**config.mk**
```make
export PLATFORM = sky130hd
export DESIGN_NAME = id_stage
export DESIGN_NICKNAME = d
export VERILOG_FILES = /design/src/rtl/rv32i_pkg.sv /design/src/rtl/imm_gen.sv /design/src/rtl/id_stage.sv
export SDC_FILE = /design/constraint.sdc
export NUM_CORES = 1
export LEC_CHECK = 0
export CORE_MARGIN = 2
export CORE_UTILIZATION = 30
export CTS_CLUSTER_SIZE = 25
export DETAILED_ROUTE_END_ITERATION = 8
export GPL_ROUTABILITY_DRIVEN = 0
export PLACE_DENSITY = 0.63
export SKIP_LAST_GASP = 1
export SLEW_MARGIN = 20
export SYNTH_ARGS = -nofsm -noshare
export SYNTH_HDL_FRONTEND = slang
export SYNTH_SLANG_ARGS = --single-unit
export TNS_END_PERCENT = 100
```
**constraint.sdc**
```tcl
create_clock -name clk -period 5.4 [get_ports clk]
set_input_delay 1.35 -clock clk [delete_from_list [all_inputs] [get_ports clk]]
set_output_delay 1.35 -clock clk [all_outputs]
set_load 0.05 [all_outputs]
```
**src/rtl/rv32i_pkg.sv**
```systemverilog
// RV32I shared decode definitions: opcodes, ALU codes, EX_CTRL bit
// indices, funct3/funct7 names and the ID/EX pipeline bundle.
package rv32i_pkg;

    localparam logic [6:0] OP_LUI    = 7'b0110111;
    localparam logic [6:0] OP_AUIPC  = 7'b0010111;
    localparam logic [6:0] OP_JAL    = 7'b1101111;
    localparam logic [6:0] OP_JALR   = 7'b1100111;
    localparam logic [6:0] OP_BRANCH = 7'b1100011;
    localparam logic [6:0] OP_LOAD   = 7'b0000011;
    localparam logic [6:0] OP_STORE  = 7'b0100011;
    localparam logic [6:0] OP_OPIMM  = 7'b0010011;
    localparam logic [6:0] OP_OP     = 7'b0110011;
    localparam logic [6:0] OP_MISC   = 7'b0001111;
    localparam logic [6:0] OP_SYSTEM = 7'b1110011;

    localparam logic [3:0] ALU_ADD   = 4'd0;
    localparam logic [3:0] ALU_SUB   = 4'd1;
    localparam logic [3:0] ALU_SLL   = 4'd2;
    localparam logic [3:0] ALU_SLT   = 4'd3;
    localparam logic [3:0] ALU_SLTU  = 4'd4;
    localparam logic [3:0] ALU_XOR   = 4'd5;
    localparam logic [3:0] ALU_SRL   = 4'd6;
    localparam logic [3:0] ALU_SRA   = 4'd7;
    localparam logic [3:0] ALU_OR    = 4'd8;
    localparam logic [3:0] ALU_AND   = 4'd9;
    localparam logic [3:0] ALU_PASSB = 4'd10;

    localparam int C_JALR     = 9;
    localparam int C_JAL      = 8;
    localparam int C_BRANCH   = 7;
    localparam int C_MEMWR    = 6;
    localparam int C_MEMRD    = 5;
    localparam int C_REGWR    = 4;
    localparam int C_SRCA_PC  = 3;
    localparam int C_SRCB_IMM = 2;
    localparam int C_LUI      = 1;
    localparam int C_AUIPC    = 0;

    localparam logic [2:0] F3_ADD  = 3'b000;
    localparam logic [2:0] F3_SLL  = 3'b001;
    localparam logic [2:0] F3_SLT  = 3'b010;
    localparam logic [2:0] F3_SLTU = 3'b011;
    localparam logic [2:0] F3_XOR  = 3'b100;
    localparam logic [2:0] F3_SR   = 3'b101;
    localparam logic [2:0] F3_OR   = 3'b110;
    localparam logic [2:0] F3_AND  = 3'b111;

    localparam logic [6:0] F7_BASE = 7'b0000000;
    localparam logic [6:0] F7_ALT  = 7'b0100000;

    typedef struct packed {
        logic        valid;
        logic [31:0] pc;
        logic [31:0] rs1val;
        logic [31:0] rs2val;
        logic [31:0] imm;
        logic [4:0]  rs1;
        logic [4:0]  rs2;
        logic [4:0]  rd;
        logic [3:0]  aluop;
        logic [9:0]  ctrl;
        logic [2:0]  funct3;
        logic        illegal;
    } id_ex_t;

    function automatic logic [3:0] alu_sel(
        input logic [2:0] f3,
        input logic       alt
    );
        logic [3:0] op;
        case (f3)
            F3_ADD:  op = alt ? ALU_SUB : ALU_ADD;
            F3_SLL:  op = ALU_SLL;
            F3_SLT:  op = ALU_SLT;
            F3_SLTU: op = ALU_SLTU;
            F3_XOR:  op = ALU_XOR;
            F3_SR:   op = alt ? ALU_SRA : ALU_SRL;
            F3_OR:   op = ALU_OR;
            default: op = ALU_AND;
        endcase
        return op;
    endfunction

endpackage

```
**src/rtl/imm_gen.sv**
```systemverilog
// RV32I immediate generator: instr -> sign-extended I/S/B/U/J immediate.
// Ports: instr (in, 32), imm (out, 32); purely combinational.
module imm_gen
    import rv32i_pkg::*;
(
    input  logic [31:0] instr,
    output logic [31:0] imm
);

    logic [6:0] op;
    logic       s;

    assign op = instr[6:0];
    assign s  = instr[31];

    always_comb begin
        imm = {{20{s}}, instr[31:20]};
        unique case (1'b1)
            (op == OP_STORE):
                imm = {{20{s}}, instr[31:25], instr[11:7]};
            (op == OP_BRANCH):
                imm = {{19{s}}, s, instr[7],
                       instr[30:25], instr[11:8], 1'b0};
            (op == OP_LUI),
            (op == OP_AUIPC):
                imm = {instr[31:12], 12'b0};
            (op == OP_JAL):
                imm = {{11{s}}, s, instr[19:12],
                       instr[20], instr[30:21], 1'b0};
            default: ;
        endcase
    end

endmodule

```
**src/rtl/id_stage.sv**
```systemverilog
// RV32I decode stage: decodes IF/ID, reads regfile, detects load-use, fills ID/EX.
// Ports: clk/rst, if_* in, flush in, rnum*/rdata* regfile, stall out, ex_* ID/EX out.
module id_stage
    import rv32i_pkg::*;
#(
    parameter int XLEN           = 32,
    parameter bit ILLEGAL_AS_NOP = 1'b1
) (
    input  logic            clk,
    input  logic            rst,
    input  logic            if_valid,
    input  logic [XLEN-1:0] if_pc,
    input  logic [31:0]     if_instr,
    input  logic            flush,
    output logic [4:0]      rnum1,
    output logic [4:0]      rnum2,
    input  logic [XLEN-1:0] rdata1,
    input  logic [XLEN-1:0] rdata2,
    output logic            stall,
    output logic            ex_valid,
    output logic [XLEN-1:0] ex_pc,
    output logic [XLEN-1:0] ex_rs1val,
    output logic [XLEN-1:0] ex_rs2val,
    output logic [XLEN-1:0] ex_imm,
    output logic [4:0]      ex_rs1,
    output logic [4:0]      ex_rs2,
    output logic [4:0]      ex_rd,
    output logic [3:0]      ex_aluop,
    output logic [9:0]      ex_ctrl,
    output logic [2:0]      ex_funct3,
    output logic            ex_illegal
);

    logic [6:0]  opcode;
    logic [6:0]  f7;
    logic [2:0]  f3;
    logic [4:0]  rd;
    logic [31:0] imm;
    logic [9:0]  ctrl;
    logic [3:0]  alu;
    logic        rs1_used;
    logic        rs2_used;
    logic        illegal;
    logic        haz;
    logic        kill;
    logic        ill_issue;
    id_ex_t      ex;
    id_ex_t      id_d;

    assign opcode = if_instr[6:0];
    assign rd     = if_instr[11:7];
    assign f3     = if_instr[14:12];
    assign rnum1  = if_instr[19:15];
    assign rnum2  = if_instr[24:20];
    assign f7     = if_instr[31:25];

    imm_gen u_imm (
        .instr (if_instr),
        .imm   (imm)
    );

    always_comb begin
        ctrl     = '0;
        alu      = ALU_ADD;
        rs1_used = 1'b1;
        rs2_used = 1'b0;
        illegal  = 1'b0;
        unique case (1'b1)
            (opcode == OP_LUI): begin
                ctrl[C_REGWR]    = 1'b1;
                ctrl[C_SRCB_IMM] = 1'b1;
                ctrl[C_LUI]      = 1'b1;
                alu              = ALU_PASSB;
                rs1_used         = 1'b0;
            end
            (opcode == OP_AUIPC): begin
                ctrl[C_REGWR]    = 1'b1;
                ctrl[C_SRCA_PC]  = 1'b1;
                ctrl[C_SRCB_IMM] = 1'b1;
                ctrl[C_AUIPC]    = 1'b1;
                rs1_used         = 1'b0;
            end
            (opcode == OP_JAL): begin
                ctrl[C_JAL]      = 1'b1;
                ctrl[C_REGWR]    = 1'b1;
                ctrl[C_SRCA_PC]  = 1'b1;
                ctrl[C_SRCB_IMM] = 1'b1;
                rs1_used         = 1'b0;
            end
            (opcode == OP_JALR): begin
                ctrl[C_JALR]     = 1'b1;
                ctrl[C_REGWR]    = 1'b1;
                ctrl[C_SRCB_IMM] = 1'b1;
            end
            (opcode == OP_BRANCH): begin
                ctrl[C_BRANCH] = 1'b1;
                alu            = ALU_SUB;
                rs2_used       = 1'b1;
            end
            (opcode == OP_LOAD): begin
                ctrl[C_MEMRD]    = 1'b1;
                ctrl[C_REGWR]    = 1'b1;
                ctrl[C_SRCB_IMM] = 1'b1;
            end
            (opcode == OP_STORE): begin
                ctrl[C_MEMWR]    = 1'b1;
                ctrl[C_SRCB_IMM] = 1'b1;
                rs2_used         = 1'b1;
            end
            (opcode == OP_OPIMM): begin
                ctrl[C_REGWR]    = 1'b1;
                ctrl[C_SRCB_IMM] = 1'b1;
                // only the shift-right form may select the alternate op
                alu = alu_sel(f3, (f3 == F3_SR) & f7[5]);
                illegal = ((f3 == F3_SLL) & (f7 != F7_BASE)) |
                          ((f3 == F3_SR) & (f7 != F7_BASE) &
                           (f7 != F7_ALT));
            end
            (opcode == OP_OP): begin
                ctrl[C_REGWR] = 1'b1;
                rs2_used      = 1'b1;
                alu           = alu_sel(f3, f7[5]);
                illegal = !((f7 == F7_BASE) ||
                            ((f7 == F7_ALT) &&
                             ((f3 == F3_ADD) || (f3 == F3_SR))));
            end
            (opcode == OP_MISC),
            (opcode == OP_SYSTEM): ;
            default: illegal = 1'b1;
        endcase
        if (illegal || rd == 5'd0) ctrl[C_REGWR] = 1'b0;
        if (illegal) ctrl = '0;
    end

    always_comb begin
        id_d         = '0;
        id_d.valid   = 1'b1;
        id_d.pc      = if_pc;
        id_d.rs1val  = rdata1;
        id_d.rs2val  = rdata2;
        id_d.imm     = imm;
        id_d.rs1     = rnum1;
        id_d.rs2     = rnum2;
        id_d.rd      = ctrl[C_REGWR] ? rd : 5'd0;
        id_d.aluop   = alu;
        id_d.ctrl    = ctrl;
        id_d.funct3  = f3;
        id_d.illegal = 1'b0;
    end

    assign haz = ex.valid & ex.ctrl[C_MEMRD] &
                 (ex.rd != 5'd0) & if_valid &
                 ((rs1_used & (rnum1 == ex.rd)) |
                  (rs2_used & (rnum2 == ex.rd)));

    assign stall     = haz & ~flush & ~rst;
    assign kill      = flush | haz | ~if_valid;
    assign ill_issue = illegal & ILLEGAL_AS_NOP;

    always_ff @(posedge clk) begin
        if (rst) begin
            ex <= '0;
        end else if (kill || ill_issue) begin
            // bubble: control only, data fields keep stale values
            ex.valid   <= 1'b0;
            ex.ctrl    <= '0;
            ex.rd      <= '0;
            ex.illegal <= !kill && ill_issue;
        end else begin
            ex <= id_d;
        end
    end

    assign ex_valid   = ex.valid;
    assign ex_pc      = ex.pc;
    assign ex_rs1val  = ex.rs1val;
    assign ex_rs2val  = ex.rs2val;
    assign ex_imm     = ex.imm;
    assign ex_rs1     = ex.rs1;
    assign ex_rs2     = ex.rs2;
    assign ex_rd      = ex.rd;
    assign ex_aluop   = ex.aluop;
    assign ex_ctrl    = ex.ctrl;
    assign ex_funct3  = ex.funct3;
    assign ex_illegal = ex.illegal;

endmodule

```
==> impl_metrics.yaml <==
global_routing:
  grt_usage_pct: 20.5
  antenna_found_initial: 0
  grt_max_degree: 95
  grt_first_pass_wirelength_um: 38900
  grt_pass1_vias: 6550
  grt_overflow: 0
critical_path:
  cp.arrival_ns: 3.59
  crit_required_ns: 4.05
  start_kind: "input port"
  path_buf_inv: 2
  critPathKind: "in2out"
  cp-end-kind: "output pin"
  cp.depth: 6
  r2r_cells: 6
  critPathMaxFanout: 12
  path_cells: "clkdlybuf4s50_1 > and4bb_1 > nand2_1 > or4_1 > a21boi_0 > buf_12"
  cp_top_family: "simple AND/OR/NAND/NOR gates"
  slowest_stage: "clkdlybuf4s50_1"
  critical_path.max_stage_delay_ns: 0.59
sta:
  layout_min_cycle_time_ns: 4.94
  tightestPinTransition_ns: 1.01
  period_share_pct: 91.5
  slew_viol_final: 0
  fin_ws_ns: 0.457
  fin_skew_ns: 0.0127
  fmaxAchievable_mhz: 202
  max_slew_margin_pct: 32.9
  setup_viol: 0
  setup_tns_ns: 0
  rsz0062_at_grt: "no"
  hold_viol: 0
cts:
  ctsHoldBuffers: 0
  clk_pin_slew_ns: 0.07
  postCtsSetupBuffers: 0
  numCtsBuffers: 17
  clock_path_buffers: 2
  htree_levels: 4
  cts-root-buf: "clkbuf_16"
  insertion_delay_ns: 0.43
  cts_tree: "done"
  cts_resized: 0
  clkSinkCount: 162
pwr:
  max-vdd-ir-drop_uv: 182
  power.leakage_nw: 3.39
  power.density_nw_per_um2: 264
  finalPower_mw: 2.78
floorplan:
  row_count: 55
  ios: 305
  core_um2: 22600
  die_area_um2: 24200
  initial_core_util_pct: 30.5
  chipWidth_um: 156
  die_h_um: 156
detailed_routing:
  routedWlPerCell_um: 19.0
  firstDrtPassIters: 7
  drt_iter0_markers: 517
  final_antenna_net_count: 0
  drt_wl_total_um: 25700
  drc: 0
  routed_via_density: 5.20
  via_count: 7028
synthesis:
  yosysTopAreaCellShare_pct: 47.0
  synthArstFlopShare_pct: 0
  synth_area_leaders: "dfxtp_1, a21oi_1, o21ai_0"
  synth_edf_count: 0
  synth_ff_type: "dfxtp_1"
  syn-num-nets: 949
  syn_area_um2: 6910
  synth.distinct_cells: 48
  synthCells: 817
  synth_area_leader_cell: "dfxtp_1"
  ys_ff_latch: 162
  ys_warn_count: 0
  syn_area_per_cell_um2: 8.45
  seq_area_frac_synth_pct: 47.0
final_layout:
  synthToLayoutAreaGrowth_pct: 52.4
  drive_gt1_share_pct: 7.03
  final_common_cell: "clkdlybuf4s50_1"
  antenna_cells: 0
  layout_common_cells: "clkdlybuf4s50_1, a21oi_1, dfxtp_1"
  layoutNonFillerInstCount: 1352
  design_area_um2: 10500
  final_nets: 1186
place:
  hpwl_um: 17300
  dpl_worst_slack_ns: 0.465
  portBuffers: 304
  place_inst: 1320
  placed_cell_area_um2: 9940
min_path:
  hold_path_class: "reg2reg"
  holdPathStages: 2
status:
  outcome: "finished, final reports clean"
flow_run:
  max_cap_violations: 0
## registers in the layout, summed over array words and instances (netlist names)
register / cells
ex_funct3: 3
ex_illegal: 1
ex_imm: 32
ex_pc: 32
ex_rs1: 5
ex_rs2val: 32
ex_rd: 5
ex_aluop: 4
ex_rs1val: 32
ex_valid: 1
ex_ctrl: 10
ex_rs2: 5
## synth_stat cells, types with 4 or more instances
library cell	count
buf_6	4
dfxtp_1	162
a211oi_2	20
mux2i_1	5
a211oi_1	8
nor2b_1	5
nor2_1	24
xnor2_1	10
buf_1	7
a21oi_1	167
buf_2	29
o21ai_0	119
o21ai_1	5
buf_4	11
or4_1	4
nand3_1	115
clkbuf_2	9
and3_1	4
nand2b_1	6
nand4b_1	6
clkbuf_1	37
nand2_1	20
## worst reg2reg max path: cells and delay by family (launching register included)
family	cells	cell delay [ns]
compound gates	1	0.16
simple gates	5	2.36
flops	1	0.35
## per-layer routing
layer  up-vias  global-route usage [%]  routed length, um
met5         -                       0                  0
met4         0                    6.47                524
met3        34                    5.69               1830
met2       256                    31.1              11600
met1      3336                    28.1              11700
li1       3402                       -                  -
## metrics by stage
step / hold slack [ns] / util, %
global route: 0.492 / 46.5
detailed placement: 0.466 / 43.9
CTS: 0.475 / 46.5
global placement: 0.459 / 43.9
finish: 0.474 / 46.5
floorplan: 0.706 / -
## cells by family after synthesis
| logic type | share of synthesized area [%] |
|---|---|
| compound gates | 26.9 |
| simple gates | 16.1 |
| flops | 47.0 |
| buf+inv | 7.88 |
| xor+xnor | 1.40 |
| mux | 0.725 |
## area by class of cell
type                            instances  area [um^2]
Clock buffer                           19          443
Multi-Input combinational cell        552         3130
Tap cell                              285          357
Fill cell                            2199        12100
Inverter                                3         11.3
Sequential cell                       162         3240
Timing Repair Buffer                  318         3200
Clock inverter                         13          139
## power breakdown
group | switching [mW] | internal [mW]
Sequential | 0.00600 | 1.21
Combinational | 0.204 | 0.145
Clock | 0.548 | 0.665
## final timing paths
path | start | to | slack, ns
hold / removal | ex_rs1val[28] | ex_rs1val[28] | 0.47
hold reg to reg | ex_rs1val[28] | ex_rs1val[28] | 0.47
setup reg to reg | ex_rd[1] | ex_ctrl[9] | 2.45
setup / recovery | if_instr[2] | stall | 0.46
Power figures use the tool's default switching activity.
